### src/rtl/jk_bank_sequencer.sv
// Command-driven sequencer for a bank of WIDTH JK flip-flops.
// Turns clear/load/count-up/toggle commands into legal per-bit J/K drive using live Q feedback.
module jk_bank_sequencer #(
   parameter int WIDTH = 4
) (
   input  logic             Cp,
   input  logic             R,
   input  logic             cmd_valid,
   output logic             cmd_ready,
   input  logic [1:0]       cmd_op,
   input  logic [WIDTH-1:0] cmd_data,
   input  logic [3:0]       cmd_len,
   input  logic [WIDTH-1:0] Q,
   output logic [WIDTH-1:0] J,
   output logic [WIDTH-1:0] K,
   output logic             busy,
   output logic             done
);

   typedef enum logic [1:0] {
      IDLE = 2'd0,
      EXEC = 2'd1,
      DONE = 2'd2
   } state_t;

   localparam logic [1:0] OP_CLEAR  = 2'b00;
   localparam logic [1:0] OP_LOAD   = 2'b01;
   localparam logic [1:0] OP_COUNT  = 2'b10;
   localparam logic [1:0] OP_TOGGLE = 2'b11;

   state_t             state_r;
   state_t             state_s;
   logic [1:0]         op_r;
   logic [WIDTH-1:0]   data_r;
   logic [4:0]         rem_r;
   logic               accept_s;
   logic               last_step_s;
   logic [WIDTH-1:0]   carry_s;

   assign accept_s    = cmd_valid && (state_r == IDLE) && !R;
   // A zero-length count still spends one EXEC cycle, so rem_r == 0 also ends the command.
   assign last_step_s = (op_r != OP_COUNT) || (rem_r <= 5'd1);

   // FSM state register.
   always_ff @(posedge Cp or posedge R) begin
      if (R) begin
         state_r <= IDLE;
      end else begin
         state_r <= state_s;
      end
   end

   // Latched command fields and remaining count steps.
   always_ff @(posedge Cp or posedge R) begin
      if (R) begin
         op_r   <= 2'b00;
         data_r <= '0;
         rem_r  <= 5'd0;
      end else if (accept_s) begin
         op_r   <= cmd_op;
         data_r <= cmd_data;
         rem_r  <= {1'b0, cmd_len};
      end else if ((state_r == EXEC) && (rem_r != 5'd0)) begin
         rem_r  <= rem_r - 5'd1;
      end else begin
         rem_r  <= rem_r;
      end
   end

   // Next-state logic.
   always_comb begin
      state_s = state_r;
      case (state_r)
         IDLE: begin
            if (accept_s) begin
               state_s = EXEC;
            end else begin
               state_s = IDLE;
            end
         end
         EXEC: begin
            if (last_step_s) begin
               state_s = DONE;
            end else begin
               state_s = EXEC;
            end
         end
         DONE: begin
            state_s = IDLE;
         end
         default: begin
            state_s = IDLE;
         end
      endcase
   end

   // Ripple-carry enables for a synchronous binary increment of the bank.
   always_comb begin
      carry_s    = '0;
      carry_s[0] = 1'b1;
      for (int i = 1; i < WIDTH; i++) begin
         carry_s[i] = carry_s[i-1] & Q[i-1];
      end
   end

   // Output decode: handshake/status from state, J/K from latched op and live Q.
   always_comb begin
      cmd_ready = 1'b0;
      busy      = 1'b0;
      done      = 1'b0;
      J         = '0;
      K         = '0;
      case (state_r)
         IDLE: begin
            if (R) begin
               cmd_ready = 1'b0;
            end else begin
               cmd_ready = 1'b1;
            end
         end
         EXEC: begin
            busy = 1'b1;
            case (op_r)
               OP_CLEAR: begin
                  J = '0;
                  K = '1;
               end
               OP_LOAD: begin
                  J = data_r;
                  K = ~data_r;
               end
               OP_COUNT: begin
                  if (rem_r != 5'd0) begin
                     J = carry_s;
                     K = carry_s;
                  end else begin
                     J = '0;
                     K = '0;
                  end
               end
               OP_TOGGLE: begin
                  J = data_r;
                  K = data_r;
               end
               default: begin
                  J = '0;
                  K = '0;
               end
            endcase
         end
         DONE: begin
            busy = 1'b1;
            done = 1'b1;
         end
         default: begin
            cmd_ready = 1'b0;
         end
      endcase
   end

endmodule

### config.mk
export PLATFORM = sky130hd
export DESIGN_NAME = jk_bank_sequencer
export DESIGN_NICKNAME = d
export VERILOG_FILES = /design/src/rtl/jk_bank_sequencer.sv
export SDC_FILE = /design/constraint.sdc
export NUM_CORES = 1
export LEC_CHECK = 0
export BUFFER_PORTS_ARGS = -buffer_cell sky130_fd_sc_hd__buf_2
export CAP_MARGIN = 20
export CELL_PAD_IN_SITES_DETAIL_PLACEMENT = 1
export CELL_PAD_IN_SITES_GLOBAL_PLACEMENT = 2
export CORE_MARGIN = 4
export CORE_UTILIZATION = 29
export CTS_BUF_LIST = sky130_fd_sc_hd__clkbuf_8
export DETAILED_ROUTE_END_ITERATION = 6
export PLACE_DENSITY_LB_ADDON = 0.05
export RECOVER_POWER = 50
export SETUP_SLACK_MARGIN = 0.2
export SKIP_LAST_GASP = 1
export SYNTH_ARGS = -nofsm -noshare
export SYNTH_HDL_FRONTEND = slang
export SYNTH_SLANG_ARGS = --single-unit
### constraint.sdc
create_clock -name Cp -period 2.28 [get_ports Cp]
set_input_delay 0 -clock Cp [delete_from_list [all_inputs] [get_ports Cp]]
set_output_delay 0 -clock Cp [all_outputs]
set_load 0.02 [all_outputs]
==> results of run 1 <==
## per-layer routing
metal | GRT usage, % | vias up | share of wire, %
met5 | 0 | - | 0
met4 | 4.88 | 0 | 0.94
li1 | - | 424 | -
met3 | 3.78 | 4 | 4.8
met1 | 17.9 | 398 | 50
met2 | 21.5 | 21 | 44
## through the flow
| step | hold slack, ps | worst slack (ps) | cell area [µm²] | utilization, % |
|---|---|---|---|---|
| finish | 22.1 | 346 | 1150 | 41.3 |
| global route | 34.1 | 220 | 1150 | 41.3 |
| CTS | 18.7 | 282 | 1150 | 41.3 |
| detailed placement | 101 | 483 | 1010 | 36.3 |
| global placement | 91.8 | 497 | 1010 | 36.3 |
| floorplan | -123 | 628 | 853 | - |
## synthesized netlist by cell type, drive strengths merged, types with 3 or more instances
cell type / number / area (µm²)
a221oi: 3 / 26.3
nand2: 25 / 93.8
nor2: 6 / 22.5
xor2: 3 / 26.3
dfrtp: 13 / 325
clkbuf: 3 / 11.3
inv: 5 / 18.8
ha: 6 / 75.1
or4b: 3 / 30.0
## layout by cell type (no fill, tap or decap), types with 2 or more instances in the layout
| cell | count |
|---|---|
| sky130_fd_sc_hd__clkbuf_8 | 3 |
| sky130_fd_sc_hd__nor2b_1 | 2 |
| sky130_fd_sc_hd__o22ai_1 | 2 |
| sky130_fd_sc_hd__ha_1 | 6 |
| sky130_fd_sc_hd__nand3_1 | 2 |
| sky130_fd_sc_hd__buf_2 | 22 |
| sky130_fd_sc_hd__nor2_1 | 6 |
| sky130_fd_sc_hd__dlygate4sd3_1 | 9 |
| sky130_fd_sc_hd__a221oi_1 | 3 |
| sky130_fd_sc_hd__xor2_1 | 3 |
| sky130_fd_sc_hd__o21ai_0 | 2 |
| sky130_fd_sc_hd__a31oi_1 | 2 |
| sky130_fd_sc_hd__inv_1 | 5 |
| sky130_fd_sc_hd__a21oi_1 | 2 |
| sky130_fd_sc_hd__clkbuf_1 | 4 |
| sky130_fd_sc_hd__nand2_1 | 25 |
| sky130_fd_sc_hd__dfrtp_1 | 13 |
## cells by family (layout without fill, tap and decap cells)
family                     after synthesis  after routing
adders and majority gates                6              6
and+or+nand+nor                         47             47
AOI/OAI and AO/OA                       20             20
DFF                                     13             13
xor gates and xnor gates                 4              4
buffers and inverters                   11             46
## how the worst min path moves through the flow
stage | to | slack (ps) | cells after the start
after floorplan | data_r[0] | -120 | 1
after global placement | rem_r[2] | 90 | 2
after detailed placement | rem_r[2] | 100 | 2
after CTS | rem_r[2] | 20 | 3
after global routing | rem_r[2] | 30 | 3
final | rem_r[2] | 20 | 3
## state kept, by name (all words and copies together), names as in the netlist
name and cells:
rem_r 5, data_r 4, op_r 2, state_r 2
## worst max-delay path, cell delays in order, from the launching register on
cell                      delay, ps
sky130_fd_sc_hd__dfrtp_1        400
sky130_fd_sc_hd__inv_1          130
sky130_fd_sc_hd__ha_1           190
sky130_fd_sc_hd__or4b_4         520
sky130_fd_sc_hd__a32oi_2        220
sky130_fd_sc_hd__nor2_1          60
sky130_fd_sc_hd__buf_2          170
## timing repair
action                                 in CTS  in global routing
buffers inserted                            0                  0
pin swaps                                   0                  0
endpoints found under the hold margin      21                  0
hold buffers                                9                  0
resized for setup                           1                  2
setup endpoints to repair                   1                  1
## where the power goes
part	internal, mW	total (mW)	switching [mW]
logic	0.249	0.594	0.345
registers	0.327	0.467	0.139
clock network	0.119	0.205	0.0860
total	0.695	1.27	0.570
## area by class of cell
class / instances / area (µm²) / area share [%]
flip-flops and latches: 13 / 325 / 28.3
repair buffers: 36 / 223 / 19.4
inverters: 6 / 22.5 / 1.96
clock buffers: 3 / 41.3 / 3.59
multi-input cells: 77 / 495 / 43.1
well taps: 31 / 38.8 / 3.37
clock inverters: 1 / 3.75 / 0.326
==> flow_metrics.tcl, run 1 <==
set metrics [dict create \
    clock_sink_count 13 \
    yosys.area_share.xor_xnor_pct 4.11 \
    layout.nets 160 \
    critPathRequiredTime_ps 2280 \
    r2r-start "state_r[1]" \
    io_buffer_count 26 \
    tightestPinTransition_ps 552 \
    setup_viol 0 \
    stdcell_count 167 \
    drt.antenna.violating_nets 0 \
    share_of_synthesized_flip_flops_with_an_asynchronous_set_or_reset_pct 100 \
    yosys.area_share.adder_pct 8.80 \
    hold_path.class "in2reg" \
    gr-usage-all-layers_pct 13.7 \
    drt-initial-drc-count 23 \
    total_die_area_um2 3870 \
    dpl.cell_count 154 \
    grt_overflow 0 \
    post_route_cells_drive_above_1_share_pct 22.8 \
    clock_slew_seen_by_the_registers_of_the_worst_setup_and_hold_paths_ps 60 \
    synth.net_count 124 \
    sequential_fraction_of_the_synthesis_area_pct 38.1 \
    synth.cell_area_um2 853 \
    worstSetupEndpoint "J[1]" \
    worst_path_fanout_max 6 \
    synthesized_area_fraction_occupied_by_and_or_nand_nor_cells_pct 27.3 \
    timing.slew.headroom_pct 63.2 \
    cellLeakagePower_nw 0.570 \
    fillers 349 \
    power_per_cell_area_nw_per_um2 1100 \
    postSynthRegisterBits 13 \
    postSynth.topFlopCell "sky130_fd_sc_hd__dfrtp_1" \
    cts_inserted_buffers 3 \
    grt_pass1_wl_mm 4.39 \
    die-width_um 62.2 \
    post-route-min-period_ps 1930 \
    yosys-mux-area-fraction_pct 0 \
    max_freq_mhz 517 \
    status "finished clean" \
    number_of_h_tree_levels 1 \
    via_count 847 \
    rsz0062_at_grt "no" \
    worst-r2r-setup-slack_ps 440 \
    drt_pass1_iterations 2 \
    finalPower_mw 1.27 \
    fin_skew_ps 2.05 \
    timing.critical_path.from "rem_r[1]" \
    maximum_number_of_pins_on_one_net_before_global_route_repair 14 \
    rr_worst_depth 5 \
    place_hpwl_mm 1.73 \
    cp_data_arrival_time_ps 1930 \
    critPathKind "reg2out" \
    clk-insertion-delay-late_ps 240 \
    synth-compound-area-share_pct 16.6 \
    die_y_um 62.2 \
    drt_drc_violations_left 0 \
    placement_rows 19 \
    finalWeightedCongestion 0.770 \
    yosysWarnings 0 \
    insertedDiodeCount 0 \
    cts_buffer_depth 2 \
    syn_inst 101 \
    fin_tns_setup_ps 0 \
    routed_via_density 5.07 \
    area_growth_pct 34.8 \
    hold_violations 0 \
    max_cap_violations 0 \
    fin_crit_sh_pct 84.8 \
    irDropWorstVdd_v 0.000519 \
    antenna_found_initial 0 \
    first_global_vias 929 \
    count_of_unique_library_cells_instantiated_by_yosys 37 \
    core_um2 2780 \
    post_synth.cell_area_avg_um2 8.45 \
    synth_top_family_by_area "simple AND/OR/NAND/NOR gates" \
    regToRegEndpoint "rem_r[3]" \
    design.portCount 28 \
    slew_viol_final 0 \
    route.final.wire_length_mm 2.44 \
    floorplan.initialDensity_pct 30.7 \
    timing.critical_path.from_type "flip-flop" \
    routed_length_per_placed_instance_um 14.6 \
    cts_tree "built" \
    endpoint_kind "primary output" \
    hp-start "cmd_len[2]" \
    synth_enable_flop_cells 0 \
    root_buffer "sky130_fd_sc_hd__clkbuf_8" \
]
(Power assumes the default switching activity.)
==> inputs of run 2 (changes only) <==
Settings changed: CORE_UTILIZATION 29 to 26.
Clock period 2.28 ns to 1.74 ns, I/O delays scaled along.
==> flow_metrics.tcl, run 2 (same netlist as run 1, synthesis figures left out) <==
set metrics [dict create \
    status "complete, but fails checks" \
    failed_checks "negative setup slack" \
    drt_pass1_iterations 4 \
    finalCoreUtilization_pct 48.8 \
    most_flop_heavy_register "rem_r" \
    switching_power_mw 0.979 \
    setup_ws_ps -53.0 \
    die-width_um 65.3 \
    total_die_area_um2 4260 \
    clk-insertion-delay-late_ps 240 \
    fraction_of_power_consumed_by_sequential_logic_pct 23.1 \
    rr_worst_depth 5 \
    placement_rows 20 \
    cpMaxStageDelayCell "sky130_fd_sc_hd__or4b_4" \
    post-route-min-period_ps 1790 \
    cts_tree "built" \
    fillers 377 \
    dpl.cell_count 180 \
    critical_path.n_buffers_inverters 2 \
    registers_with_the_highest_flip_flop_counts "rem_r x5, data_r x4" \
    comb_power_share_pct 65.1 \
    cts_inserted_buffers 3 \
    post_route_cells_drive_above_1_share_pct 47.2 \
    hold_violations 0 \
    setup_viol 4 \
    antenna_found_initial 0 \
    clock_sink_count 13 \
    finalWeightedCongestion 0.807 \
    drt_drc_violations_left 0 \
    timing.critical_path.max_delay_family "simple AND/OR/NAND/NOR gates" \
    clock_power_share_pct 11.9 \
    endpoint_kind "primary output" \
    timing.critical_path.depth 6 \
    insertedDiodeCount 0 \
    commonest_cells_after_routing_fill_and_taps_aside "sky130_fd_sc_hd__nand2_1 (24), sky130_fd_sc_hd__buf_4 (24), sky130_fd_sc_hd__buf_2 (22), sky130_fd_sc_hd__dfrtp_1 (13), sky130_fd_sc_hd__dlygate4sd3_1 (9)" \
    max_freq_mhz 558 \
    cp_data_arrival_time_ps 1790 \
    stdcell_count 205 \
    routed_via_density 4.75 \
    cts_buffer_depth 2 \
    worst_path_fanout_max 6 \
    finalPower_mw 2.30 \
    grt_overflow 0 \
    fin_crit_sh_pct 103 \
    drt-initial-drc-count 15 \
    floorplan.initialDensity_pct 27.5 \
    grt_pass1_wl_mm 4.69 \
    cellLeakagePower_nw 0.733 \
    timing.critical_path.from_type "flip-flop" \
    first_global_vias 984 \
    io_buffer_count 26 \
    power_report.internal_total_mw 1.32 \
    rsz0062_at_grt "yes" \
    root_buffer "sky130_fd_sc_hd__clkbuf_8" \
    die_y_um 65.3 \
    slew_viol_final 0 \
    max_cap_violations 0 \
    placedInstanceArea_um2 1150 \
    fin_hold_ws_ps 25.0 \
    crit_chain "inv_2 -> ha_4 -> or4b_4 -> a32oi_2 -> nor2_1 -> buf_4" \
    critPathRequiredTime_ps 1740 \
    layout.nets 185 \
    core_um2 3100 \
    via_count 973 \
    fin_skew_ps 0.787 \
    routed_length_per_placed_instance_um 14.5 \
    clock_slew_seen_by_the_registers_of_the_worst_setup_and_hold_paths_ps 60 \
    irDropWorstVdd_v 0.000485 \
    worst_hold_path.num_cells 3 \
    number_of_h_tree_levels 1 \
    design.portCount 28 \
    area_growth_pct 77.3 \
    fin_tns_setup_ps -137 \
    layout.cell_area.non_filler_um2 1510 \
    gr-usage-all-layers_pct 14.6 \
    placement.setup.worst_slack_ps -17.2 \
    switching_share_pct 42.6 \
    maximum_number_of_pins_on_one_net_before_global_route_repair 14 \
    tightestPinTransition_ps 551 \
    critPathKind "reg2out" \
    hold_path.class "in2reg" \
    drt.antenna.violating_nets 0 \
    power_per_cell_area_nw_per_um2 1520 \
    timing.slew.headroom_pct 63.2 \
    route.final.wire_length_mm 2.97 \
    place_hpwl_mm 2.05 \
    largest_register_ffs 5 \
    maximum_cell_stage_delay_along_the_critical_path_ps 510 \
]
[run 2: cell type report]
type	instances	area, µm²	area share [%]
clock inverters	1	3.75	0.248
inverters	6	23.8	1.57
multi-input cells	77	623	41.2
flip-flops and latches	13	325	21.5
well taps	44	55.1	3.64
clock buffers	3	41.3	2.73
repair buffers	61	440	29.1
[run 2: worst paths after layout]
path | from | end | slack (ps)
setup / recovery | rem_r[0] | J[1] | -50
hold / removal | cmd_len[1] | rem_r[1] | 20
setup reg to reg | rem_r[1] | rem_r[3] | 10
hold reg to reg | data_r[3] | data_r[3] | 490
max in group asynchronous | R | data_r[1] | 1010
min in group asynchronous | R | rem_r[2] | 360
[run 2: repair_timing]
| action | 4_1_cts | 5_1_grt |
|---|---|---|
| hold buffers | 9 | 0 |
| resized for setup | 17 | 14 |
| buffers inserted | 7 | 5 |
| endpoints found under the setup margin | 13 | 15 |
| pin swaps | 8 | 8 |
| hold endpoints to repair | 21 | 0 |
[run 2: power groups by stage]
stage / clock network, mW / logic (mW) / registers [mW]
floorplan: 0 / 0.652 / 0.533
global placement: 0 / 1.03 / 0.523
detailed placement: 0 / 1.07 / 0.525
CTS: 0.286 / 1.31 / 0.527
global route: 0.295 / 1.66 / 0.547
finish: 0.273 / 1.49 / 0.529
[run 2: tightest hold or removal path, delay by kind of cell]
kind	cells	cell delay (ps)
buffers and inverters	1	90
AND/OR/NAND/NOR	1	90
AO/OA/AOI/OAI	1	50
[run 2: metal layers]
metal  wire (µm)  share of wire [%]  global-route usage (%)
met1        1290                 43                    17.9
met2        1530                 51                    25.3
met3         132                4.4                    3.08
met4          21               0.71                    4.66
met5           0                  0                       0
==> inputs of run 3 (changes only) <==
Settings changed: ABC_AREA set to 1, CORE_UTILIZATION 26 to 25, SLEW_MARGIN set to 20.
Clock period 1.74 ns to 1.6 ns, I/O delays scaled along.
==> flow_metrics.tcl, run 3 <==
set metrics [dict create \
    area_growth_pct 57.2 \
    grt_pass1_wl_mm 4.69 \
    yosysWarnings 0 \
    drt-initial-drc-count 24 \
    postSynth.topFlopCell "sky130_fd_sc_hd__dfrtp_1" \
    commonest_non_fill_non_tap_cell_in_the_layout "sky130_fd_sc_hd__nand2_1" \
    worst_path_fanout_max 6 \
    post_synth.cell_area_avg_um2 6.75 \
    syn_inst 136 \
    drt_drc_violations_left 0 \
    critical_path.n_buffers_inverters 2 \
    finalWeightedCongestion 0.734 \
    route.final.wire_length_mm 2.78 \
    gr-usage-all-layers_pct 13.3 \
    synth.cell_area_um2 918 \
    rr_worst_depth 10 \
    rsz0062_at_grt "yes" \
    regToRegEndpoint "rem_r[3]" \
    fin_skew_ps 3.37 \
    drt_pass1_iterations 2 \
    timing.critical_path.from_type "flip-flop" \
    io_buffer_count 26 \
    grt_overflow 0 \
    worst_hold_path.num_cells 5 \
    max_freq_mhz 685 \
    timing.critical_path.from "op_r[1]" \
    cellLeakagePower_nw 0.742 \
    critPathKind "reg2out" \
    worst-r2r-setup-slack_ps 210 \
    crit_chain "inv_1 -> nor2_4 -> nand3_2 -> a21oi_2 -> buf_6" \
    cts_buffer_depth 2 \
    library_cell_with_the_highest_instance_count_after_synthesis "sky130_fd_sc_hd__nand2_1" \
    most_flop_heavy_register "rem_r" \
    floorplan.initialDensity_pct 26.7 \
    endpoint_kind "primary output" \
    core_um2 3440 \
    setup_viol 0 \
    cpMaxStageDelayCell "sky130_fd_sc_hd__dfrtp_1" \
    routed_length_per_placed_instance_um 12.3 \
    place_hpwl_mm 2.02 \
    fin_hold_ws_ps 59.8 \
    fin_crit_sh_pct 91.2 \
    yosys-top-cells-count "sky130_fd_sc_hd__nand2_1 (56), sky130_fd_sc_hd__inv_1 (17), sky130_fd_sc_hd__dfrtp_1 (13), sky130_fd_sc_hd__nand3_1 (12), sky130_fd_sc_hd__a21oi_1 (10)" \
    clock_sink_count 13 \
    max_cap_violations 0 \
    timing.critical_path.max_delay_family "simple AND/OR/NAND/NOR gates" \
    placement_rows 21 \
    power_per_cell_area_nw_per_um2 1670 \
    finalCoreUtilization_pct 41.9 \
    share_of_synthesized_flip_flops_with_an_asynchronous_set_or_reset_pct 100 \
    largest_register_ffs 5 \
    hp-start "cmd_len[2]" \
    layout.nets 204 \
    maximum_cell_stage_delay_along_the_critical_path_ps 370 \
    timing.slew.headroom_pct 49.4 \
    cts_inserted_buffers 3 \
    hold_end "rem_r[2]" \
    critPathRequiredTime_ps 1600 \
    maximum_number_of_pins_on_one_net_before_global_route_repair 16 \
    registers_with_the_highest_flip_flop_counts "rem_r x5, data_r x4" \
    commonest_cells_after_routing_fill_and_taps_aside "sky130_fd_sc_hd__nand2_1 (49), sky130_fd_sc_hd__buf_2 (15), sky130_fd_sc_hd__inv_1 (14), sky130_fd_sc_hd__dfrtp_1 (13), sky130_fd_sc_hd__buf_4 (9)" \
    number_of_h_tree_levels 1 \
    postSynthRegisterBits 13 \
    clock_slew_seen_by_the_registers_of_the_worst_setup_and_hold_paths_ps 60 \
    cp_data_arrival_time_ps 1460 \
    total_die_area_um2 4710 \
    tightestPinTransition_ps 759 \
    cts_tree "built" \
    synth_enable_flop_cells 0 \
    clk-insertion-delay-late_ps 250 \
    die-width_um 68.6 \
    count_of_unique_library_cells_instantiated_by_yosys 19 \
    post-route-min-period_ps 1460 \
    die_y_um 68.6 \
    hold_path.class "in2reg" \
    drt.antenna.violating_nets 0 \
    slew_viol_final 0 \
    synth.net_count 159 \
    synth.top_cells.by_area "sky130_fd_sc_hd__dfrtp_1 (35%), sky130_fd_sc_hd__nand2_1 (23%), sky130_fd_sc_hd__ha_1 (8.2%)" \
    status "finished clean" \
    design.portCount 28 \
    root_buffer "sky130_fd_sc_hd__clkbuf_8" \
    antenna_found_initial 0 \
    first_global_vias 1038 \
    post-synth-top-area-fraction_pct 35.4 \
    irDropWorstVdd_v 0.000562 \
    via_count 990 \
    routed_via_density 4.38 \
    fillers 451 \
    r2r-start "rem_r[0]" \
    fin_tns_setup_ps 0 \
    synth.largest_area_cell "sky130_fd_sc_hd__dfrtp_1" \
    insertedDiodeCount 0 \
    sequential_fraction_of_the_synthesis_area_pct 35.4 \
    post_route_cells_drive_above_1_share_pct 36.7 \
    hold_violations 0 \
]
==> run 3: changes by cell type in the layout (fill, tap and decap cells not counted), moves of 3 or more <==
cell / before / now
sky130_fd_sc_hd__or4b_4: 3 / 0
sky130_fd_sc_hd__a21oi_2: 1 / 7
sky130_fd_sc_hd__nand2_1: 24 / 49
sky130_fd_sc_hd__nand3_1: 2 / 7
sky130_fd_sc_hd__nand2_2: 1 / 6
sky130_fd_sc_hd__nand3_2: 0 / 3
sky130_fd_sc_hd__clkbuf_1: 1 / 5
sky130_fd_sc_hd__inv_1: 3 / 14
sky130_fd_sc_hd__buf_2: 22 / 15
sky130_fd_sc_hd__nand2_4: 0 / 3
sky130_fd_sc_hd__buf_4: 24 / 9
==> run 3: logic make-up (layout without fill, tap and decap cells) <==
group,Yosys count,after routing,share of synthesized area (%)
adder cells (fa/ha/maj),6,6,8.17
XOR/XNOR,2,2,1.91
buffers and inverters,21,65,9.94
flip-flops,13,13,35.4
AO/OA/AOI/OAI,12,12,6.81
AND/OR/NAND/NOR,82,82,37.7
==> run 3: metal layers <==
metal	vias to the layer above	track usage, %	routed length, µm
li1	509	-	-
met1	467	17.0	1310
met2	14	22.6	1380
met3	0	3.40	100
met4	0	2.23	0
met5	-	0	0
==> run 3: final cells by class <==
type / instances / area, µm² / share of cell area (%)
Timing Repair Buffer: 43 / 319 / 22.1
Sequential cell: 13 / 325 / 22.5
Multi-Input combinational cell: 102 / 623 / 43.2
Clock buffer: 3 / 41.3 / 2.86
Clock inverter: 1 / 5.00 / 0.347
Tap cell: 46 / 57.6 / 3.99
Inverter: 18 / 72.6 / 5.03
==> run 3: power by group <==
group          internal (mW)  switching [mW]  leakage [nW]
combinational          0.613           0.905         0.552
sequential             0.463           0.129         0.164
clock                  0.172           0.130        0.0255
==> run 3: worst max-delay path by stage <==
stage                     endpoint  depth (start not counted)  slack (ps)
after CTS                     J[2]                          8         130
after global routing          K[3]                          5          40
final                         K[3]                          5         140
after floorplan               J[1]                          7         290
after detailed placement  rem_r[1]                          9         190
after global placement    rem_r[1]                          9         200
==> run 3: metrics by stage <==
stage	std cells	instance area, µm²	setup WS, ps	total power [mW]
2_1_floorplan	136	918	289	1.39
3_3_place_gp	212	1150	199	1.73
3_5_place_dp	212	1150	187	1.76
4_1_cts	224	1350	130	2.24
5_1_grt	226	1440	37.1	2.67
6_report	226	1440	140	2.41
==> run 3: timing repair <==
item                                    CTS  global route
pin swaps                                 3             9
buffers inserted                          1             2
gates resized for setup                  25            23
hold endpoints to repair                 19             0
hold buffers                              7             0
endpoints found under the setup margin   12            12
==> run 3: worst register-to-register path, stage by stage (launching register included) <==
cell	delay, ps
sky130_fd_sc_hd__dfrtp_1	380
sky130_fd_sc_hd__inv_2	100
sky130_fd_sc_hd__ha_4	150
sky130_fd_sc_hd__inv_2	40
sky130_fd_sc_hd__nor2_4	110
sky130_fd_sc_hd__nand2_4	100
sky130_fd_sc_hd__buf_6	150
sky130_fd_sc_hd__nand2_4	70
sky130_fd_sc_hd__nand2_4	80
sky130_fd_sc_hd__nand2_2	70
sky130_fd_sc_hd__nand2_2	40
